## config.mk

```make
export PLATFORM = sky130hd
export DESIGN_NAME = fetch_unit
export DESIGN_NICKNAME = d
export VERILOG_FILES = /design/src/rtl/fetch_unit_pkg.sv /design/src/rtl/fetch_buffer.sv /design/src/rtl/fetch_unit.sv
export SDC_FILE = /design/constraint.sdc
export NUM_CORES = 1
export LEC_CHECK = 0
export BUFFER_PORTS_ARGS = -buffer_cell sky130_fd_sc_hd__buf_2
export CAP_MARGIN = 25
export CORE_ASPECT_RATIO = 0.9
export CORE_MARGIN = 2
export CORE_UTILIZATION = 40
export DETAILED_ROUTE_END_ITERATION = 10
export SKIP_CTS_REPAIR_TIMING = 1
export SLEW_MARGIN = 5
export SYNTH_ARGS = -nofsm -noshare
export SYNTH_HDL_FRONTEND = slang
export SYNTH_HIERARCHICAL = 1
export SYNTH_SLANG_ARGS = --single-unit
export TNS_END_PERCENT = 30
```

## constraint.sdc

```tcl
create_clock -name clk -period 2.8 [get_ports clk]
set_input_delay 0 -clock clk [delete_from_list [all_inputs] [get_ports clk]]
set_output_delay 0 -clock clk [all_outputs]
set_load 0.005 [all_outputs]
```

## src/rtl/fetch_unit_pkg.sv

```systemverilog
// Shared widths, opcode field position, opcodes and fetch FSM encodings.
package fetch_unit_pkg;

   localparam int unsigned FU_PC_WIDTH    = 16;
   localparam int unsigned FU_INSTR_WIDTH = 16;
   localparam int unsigned FU_PC_STEP     = 1;
   localparam int unsigned FU_COUNT_WIDTH = 16;
   localparam logic [15:0] FU_RESET_PC    = 16'h0000;

   // Opcode occupies the top nibble of the instruction word.
   localparam int unsigned OPC_MSB   = 15;
   localparam int unsigned OPC_LSB   = 12;
   localparam int unsigned OPC_WIDTH = 4;

   localparam logic [3:0] OPC_ADD  = 4'h0;
   localparam logic [3:0] OPC_SUB  = 4'h1;
   localparam logic [3:0] OPC_AND  = 4'h2;
   localparam logic [3:0] OPC_HALT = 4'hF;

   // Fetch FSM state encodings.
   localparam logic [1:0] ST_REQ    = 2'd0;
   localparam logic [1:0] ST_DRAIN  = 2'd1;
   localparam logic [1:0] ST_HOLD   = 2'd2;
   localparam logic [1:0] ST_HALTED = 2'd3;

endpackage

```

## src/rtl/fetch_buffer.sv

```systemverilog
// One-entry holding register for a fetched instruction and its address.
module fetch_buffer #(
   parameter int unsigned DATA_W = 16,
   parameter int unsigned ADDR_W = 16
) (
   input  logic              clk,
   input  logic              rst_n,
   input  logic              i_load,
   input  logic              i_clear,
   input  logic [DATA_W-1:0] i_instr,
   input  logic [ADDR_W-1:0] i_pc,
   output logic              o_valid,
   output logic [DATA_W-1:0] o_instr,
   output logic [ADDR_W-1:0] o_pc
);

   logic              r_valid;
   logic [DATA_W-1:0] r_instr;
   logic [ADDR_W-1:0] r_pc;

   // Load wins over clear; clearing only drops valid so the payload stays stable.
   always_ff @(posedge clk or negedge rst_n) begin
      if (!rst_n) begin
         r_valid <= 1'b0;
         r_instr <= '0;
         r_pc    <= '0;
      end else if (i_load) begin
         r_valid <= 1'b1;
         r_instr <= i_instr;
         r_pc    <= i_pc;
      end else if (i_clear) begin
         r_valid <= 1'b0;
      end
   end

   assign o_valid = r_valid;
   assign o_instr = r_instr;
   assign o_pc    = r_pc;

endmodule

```

## src/rtl/fetch_unit.sv

```systemverilog
// Instruction fetch stage: owns the PC, reads imem, hands words to decode.
module fetch_unit
   import fetch_unit_pkg::*;
#(
   parameter int unsigned         PC_WIDTH    = FU_PC_WIDTH,
   parameter int unsigned         INSTR_WIDTH = FU_INSTR_WIDTH,
   parameter logic [PC_WIDTH-1:0] RESET_PC    = PC_WIDTH'(FU_RESET_PC),
   parameter int unsigned         PC_STEP     = FU_PC_STEP
) (
   input  logic                      clk,
   input  logic                      rst_n,
   output logic                      imem_req,
   output logic [PC_WIDTH-1:0]       imem_addr,
   input  logic                      imem_ack,
   input  logic [INSTR_WIDTH-1:0]    imem_rdata,
   output logic                      id_valid,
   input  logic                      id_ready,
   output logic [INSTR_WIDTH-1:0]    id_instr,
   output logic [OPC_WIDTH-1:0]      id_opcode,
   output logic [PC_WIDTH-1:0]       id_pc,
   input  logic                      pc_write,
   input  logic                      redirect_valid,
   input  logic [PC_WIDTH-1:0]       redirect_pc,
   output logic                      halted,
   output logic [FU_COUNT_WIDTH-1:0] fetch_count
);

   logic [1:0]                r_state;
   logic [PC_WIDTH-1:0]       r_pc;
   logic [PC_WIDTH-1:0]       r_addr;
   logic                      r_req;
   logic                      r_halted;
   logic [FU_COUNT_WIDTH-1:0] r_count;

   logic [1:0]                w_state_nxt;
   logic [PC_WIDTH-1:0]       w_pc_nxt;
   logic [PC_WIDTH-1:0]       w_addr_nxt;
   logic                      w_req_nxt;
   logic                      w_load;
   logic                      w_clear;
   logic                      w_count_inc;
   logic                      w_ack;
   logic                      w_hs;
   logic                      w_buf_valid;

   // An ack only counts against a request we are actually driving.
   assign w_ack    = r_req & imem_ack;
   assign id_valid = w_buf_valid & ~redirect_valid;
   assign w_hs     = id_valid & id_ready;

   fetch_buffer #(
      .DATA_W (INSTR_WIDTH),
      .ADDR_W (PC_WIDTH)
   ) u_buf (
      .clk     (clk),
      .rst_n   (rst_n),
      .i_load  (w_load),
      .i_clear (w_clear),
      .i_instr (imem_rdata),
      .i_pc    (r_pc),
      .o_valid (w_buf_valid),
      .o_instr (id_instr),
      .o_pc    (id_pc)
   );

   assign id_opcode = id_instr[OPC_MSB:OPC_LSB];

   // Next-state logic: redirect beats halt beats normal fetch.
   always_comb begin
      w_state_nxt = r_state;
      w_pc_nxt    = r_pc;
      w_load      = 1'b0;
      w_clear     = 1'b0;
      w_count_inc = 1'b0;
      case (r_state)
         ST_REQ: begin
            if (redirect_valid) begin
               w_pc_nxt    = redirect_pc;
               w_clear     = 1'b1;
               // An outstanding unacked request must run to completion.
               w_state_nxt = (r_req & ~imem_ack) ? ST_DRAIN : ST_REQ;
            end else if (w_ack) begin
               w_load      = 1'b1;
               w_pc_nxt    = r_pc + PC_WIDTH'(PC_STEP);
               w_state_nxt = ST_HOLD;
            end
         end
         ST_DRAIN: begin
            if (redirect_valid) begin
               w_pc_nxt = redirect_pc;
            end
            if (w_ack) begin
               w_state_nxt = ST_REQ;
            end
         end
         ST_HOLD: begin
            if (redirect_valid) begin
               w_pc_nxt    = redirect_pc;
               w_clear     = 1'b1;
               w_state_nxt = ST_REQ;
            end else if (w_hs) begin
               w_clear     = 1'b1;
               w_count_inc = 1'b1;
               w_state_nxt = pc_write ? ST_REQ : ST_HALTED;
            end
         end
         default: begin
            w_state_nxt = ST_HALTED;
         end
      endcase
      w_req_nxt  = (w_state_nxt == ST_REQ) || (w_state_nxt == ST_DRAIN);
      // DRAIN keeps the address of the request still in flight.
      w_addr_nxt = (w_state_nxt == ST_DRAIN) ? r_addr : w_pc_nxt;
   end

   // State, PC, request and counter registers.
   always_ff @(posedge clk or negedge rst_n) begin
      if (!rst_n) begin
         r_state  <= ST_REQ;
         r_pc     <= RESET_PC;
         r_addr   <= RESET_PC;
         r_req    <= 1'b0;
         r_halted <= 1'b0;
         r_count  <= '0;
      end else begin
         r_state  <= w_state_nxt;
         r_pc     <= w_pc_nxt;
         r_addr   <= w_addr_nxt;
         r_req    <= w_req_nxt;
         r_halted <= (w_state_nxt == ST_HALTED);
         if (w_count_inc) begin
            r_count <= r_count + FU_COUNT_WIDTH'(1);
         end
      end
   end

   assign imem_req    = r_req;
   assign imem_addr   = r_addr;
   assign halted      = r_halted;
   assign fetch_count = r_count;

endmodule

```

Word level (Yosys, flattened, before mapping)
Index checks and enable logic that the tools add are counted.
{"block": "totals", "output_inout_bits": 71, "inputBits": 38, "regBits": 85}
{"block": "op_classes", "eq_ne": 4, "addsub": 2, "bitwise_logic": 6, "muxes": 23, "n_reduce_logical": 5}
{"operator": "two-way mux 16 bit", "count": 3}
{"operator": "adder 16 x 1 -> 16 bit (second input constant)", "count": 2}
{"operator": "case mux 16 bit (2 select lines)", "count": 1}
{"operator": "two-way mux 2 bit", "count": 6}
{"operator": "two-way mux 1 bit", "count": 11}
{"operator": "case mux 2 bit (3 select lines)", "count": 1}
{"operator": "AND 1 bit", "count": 4}
{"operator": "== test 2 x 1 -> 1 bit (second input constant)", "count": 2}
{"operator": "== test 2 bit (second input constant)", "count": 2}
{"operator": "zero test 2 bit", "count": 2}
{"operator": "NOT 1 bit", "count": 2}
{"operator": "case mux 1 bit (2 select lines)", "count": 1}
{"operator": "nonzero test 2 bit", "count": 1}
{"operator": "OR reduction 2 bit", "count": 1}
{"operator": "logical OR 1 bit", "count": 1}

Longest topological paths before layout
{"block": "depth", "depth_word": 8, "ltp_mapped": 10}

Modules after synthesis
The synthesis kept the hierarchy.
{"mod": "fetch_unit", "instances": 1, "cells_each": 286, "area_per_inst_um2": 2975.4}
{"mod": "fetch_buffer", "instances": 1, "cells_each": 71, "area_per_inst_um2": 1377.6}

Worst setup path before layout
OpenSTA, ideal clock, no wires.
{"block": "synth_path", "path_type": "flip-flop to flip-flop", "from": "register r_state[0]", "to": "register r_addr[10] (netlist: imem_addr[10])", "arrival_time_ns": 2.005, "setup_slack_ns": 0.670, "required_time_ns": 2.675, "setup_ns": 0.125, "synth_period_minus_slack_ns": 2.130, "path_stages_with_launch": 10, "path_cell_list": "dfrtp_1 inv_1 ha_1 buf_2 nor2b_1 a21oi_1 o221a_2 nand2_1 buf_2 mux2_2"}
{"block": "synth_between", "elab_chain_cells": 4}
{"item": "start, declared", "line_no": "fetch_unit.sv:28", "text": "logic [1:0] r_state;"}
{"item": "start signal, assigned", "line_no": "fetch_unit.sv:126", "text": "r_state <= w_state_nxt;"}
{"item": "two-way mux 2 bit (on tied branches)", "line_no": "fetch_unit.sv:101, fetch_unit.sv:82"}
{"item": "two-way mux 2 bit (on tied branches)", "line_no": "fetch_unit.sv:97, fetch_unit.sv:77"}
{"item": "case mux 2 bit (3 select lines)", "line_no": "fetch_unit.sv:75", "text": "case (r_state)"}
{"item": "== test 2 x 1 -> 1 bit", "line_no": "fetch_unit.sv:113", "text": "w_addr_nxt = (w_state_nxt == ST_DRAIN) ? r_addr : w_pc_nxt;"}
{"item": "end signal, assigned", "line_no": "fetch_unit.sv:128", "text": "r_addr <= w_addr_nxt;"}
{"item": "end, declared", "line_no": "fetch_unit.sv:30", "text": "logic [PC_WIDTH-1:0] r_addr;"}
Several ways; a longest one is shown, not always the timed one.
A chain may end at the register's enable or synchronous reset.

Final worst setup path
{"block": "layout_path", "from": "register r_state[1]", "to": "register r_addr[15] (netlist: imem_addr[15])"}
{"item": "== test 2 bit or == test 2 x 1 -> 1 bit (tied branches)", "line_no": "fetch_unit.sv:75"}
{"item": "OR reduction 2 bit (no line)"}
{"item": "case mux 16 bit (2 select lines) *", "line_no": "fetch_unit.sv:75"}
{"item": "named net w_pc_nxt[15]", "line_no": "fetch_unit.sv:36", "text": "logic [PC_WIDTH-1:0] w_pc_nxt;"}
Mark *: on every way through the listed nets, which the timed path passes. The rest lies on a longest branch.

==> results.yml <==
sta:
  finalSetupViolations: 0
  fmax_mhz: 431.5
  tightest_slew_ps: 906.5
  timing.slew.headroom_pct: 39.56
  clock_skew_ps: 4.174
  finalCritPeriodShare_pct: 82.77
  rsz0062_at_grt: "false"
  period_needed_ps: 2318
  tns_ps: 0
  slew_viol_final: 0
  hold_viol_final: 0
drt:
  drt_pre_antenna_iters: 4
  drtIter0Drc: 203
  routed_wl_mm: 10.52
  route.detailed.drc: 0
  viasPerCell: 5.390
  vias: 3315
  avgRoutedWirePerCell_um: 17.10
  ant_nets: 0
cells_and_area:
  fillers: 980
  mostFrequentLayoutCells: "buf_2 (107), dfrtp_1 (85), mux2_4 (29)"
  drive_gt1_share_pct: 40.04
  areaGrowthSynthToFinish_pct: 24.49
  layout_commonest_cell: "buf_2"
  layout.nets: 521
  fin_area_sq_um: 5419
  n_antenna_cell: 0
clock_tree:
  tritoncts: "done"
  clk_path_buf_depth: 2
  htree_levels: 3
  clk_latency_ps: 330
  path_clk_slew_ps: 60
  numCtsBuffers: 9
  cts_root_buf: "clkbuf_16"
  cts.sinks: 85
critical_path:
  regToRegStartpoint: "r_state[1]"
  crit_fanout: 13
  slowest_stage: "nand2b_1"
  required_ps: 3020
  startpoint: "r_state[1]"
  cp_slowest_stage_delay_ps: 510
  worst_setup_path_end_kind: "flip-flop"
  path_class: "reg2reg"
  cp_cell_sequence: "ha_1 -> nand2b_1 -> nor2_1 -> and4_1 -> a211o_1 -> mux2_2"
  critPathLaunchType: "flip-flop"
  reg2reg_depth: 6
  arrival_ps: 2540
yosys:
  synth-adder-area-share_pct: 1.725
  ys_ff_latch: 85
  netlist_instances: 357
  synth_top_family_by_area: "multiplexers"
  synthArstFlopShare_pct: 100.0
  syn_avg_cell_area_sq_um: 12.19
  synthesis.area_sq_um: 4353
  synth_cell_types: 55
  synth_compound_area_share_pct: 12.19
  synth_edf_count: 0
  synthMuxAreaShare_pct: 17.82
  synth_xor_area_share_pct: 3.018
  synth_flop_cell: "dfrtp_1"
  seq_area_frac_synth_pct: 48.86
  synth_nets: 401
  yosys_warnings: 6
  synth-simple-area-share_pct: 11.38
global_routing:
  grt_overflow: 0
  antenna_found_initial: 0
  gr-usage-met1_pct: 24.07
  met3_usage_pct: 4.762
  grt_use_met2_pct: 26.92
  grt_start_max_net_pins: 72
  first_global_vias: 3078
  grt_pass1_wl_mm: 15.99
  top_usage_layer: "met2"
  grt_use_total_pct: 17.54
outcome:
  outcome: "completed"
placement:
  portBuffers: 108
  postPlaceCellArea_sq_um: 4964
  place_congestion: 0.8743
  dp_hpwl_mm: 7.293
power:
  cellPowerDensity_nw_per_um2: 462.0
  leakagePower_uw: 0.002704
  ir_worst_vdd_mv: 0.2168
  power.total_uw: 2504
run:
  maxCapViolations: 0
die:
  start_util_pct: 40.60
  ios: 109
  rows: 36
  fp.dieH_um: 103.0
  die_w_um: 114.0
  die-area_sq_um: 11730
  fp.coreArea_sq_um: 10720
worst_hold_path:
  min_path_type: "in2reg"
  min_from: "redirect_pc[8]"
  min_path_cells: 4
[per-layer routing]
layer	up-vias	routed length (um)
met3	7	597
met1	1658	4955
li1	1561	-
met4	0	91
met5	-	0
met2	89	4873
[synth_stat cells, drive strengths merged, types with 2 or more instances]
cell type	number	area [sq um]
inv	9	33.78
a211o	4	35.03
nor3	2	10.01
nor2b	7	43.79
o221a	2	22.52
and4	5	43.79
a22oi	6	45.04
o221ai	4	35.03
o21ai	7	35.03
nand2	21	86.33
nor2	11	43.80
nor4	3	33.78
xor2	4	35.03
a31oi	3	18.77
a311o	2	20.02
and2	2	12.51
mux2	53	705.7
a21oi	13	65.06
nand4b	2	17.52
ha	6	75.07
mux2i	7	70.07
nand4	9	56.30
clkbuf	10	37.54
dfrtp	85	2127
a22o	10	87.58
o31ai	3	36.28
a21o	3	22.52
o311ai	4	35.04
xnor2	11	96.34
nand3	16	80.08
buf	16	146.4
and3	4	25.02
[through the flow]
stage	setup slack [ps]	hold slack (ps)	util (%)	cells
6_report	482.4	60.04	50.55	615
5_1_grt	317.9	84.15	50.55	615
4_1_cts	452.2	-162.0	48.87	597
3_5_place_dp	478.8	199.3	46.30	581
3_3_place_gp	543.4	195.0	46.30	581
2_1_floorplan	670.0	-295.6	-	357
[cells by family after synthesis]
kind of cell | after synthesis
xor+xnor | 15
buf+inv | 35
simple gates | 87
fa+ha+maj | 6
compound gates | 69
mux | 60
flops | 85
[where the power goes]
part | internal (uW) | leakage, uW | total (uW) | switching [uW]
Combinational | 71.4 | 0.00147 | 147 | 75.3
Clock | 602 | 0.000128 | 1100 | 494
Sequential | 1240 | 0.00111 | 1260 | 19.3
[worst paths after layout]
kind	end	slack, ps
worst max-delay path	imem_addr[15]	480
worst min-delay path	r_pc[8]	60
worst max register to register	imem_addr[15]	480
worst min register to register	fetch_count[15]	470
max in group asynchronous	u_buf/o_pc[4]	1760
min in group asynchronous	u_buf/o_pc[14]	320
[worst max-delay path: cells and delay by family, from the launching register on]
family                     cells  cell delay (ps)
and+or+nand+nor                3              790
muxes                          1              260
DFF                            1              410
AOI/OAI and AO/OA              1              240
adders and majority gates      1              500
[flip-flops by register name, indices dropped and copies added (netlist names)]
register and flops:
fetch_count 16, imem_addr 16, r_pc 16, u_buf/o_instr 16, u_buf/o_pc 16, r_state 2, halted 1, imem_req 1
u_buf/o_valid 1
[area by class of cell]
cell class	instances	area (sq um)	share of cell area, %
flip-flops and latches	85	2127	39.25
multi-input cells	237	2013	37.15
repair buffers	135	803.3	14.82
clock buffers	9	225.2	4.156
well taps	133	166.4	3.071
clock inverters	7	50.05	0.9236
inverters	9	33.78	0.6234
No activity file was read; power rests on OpenSTA's default activity.
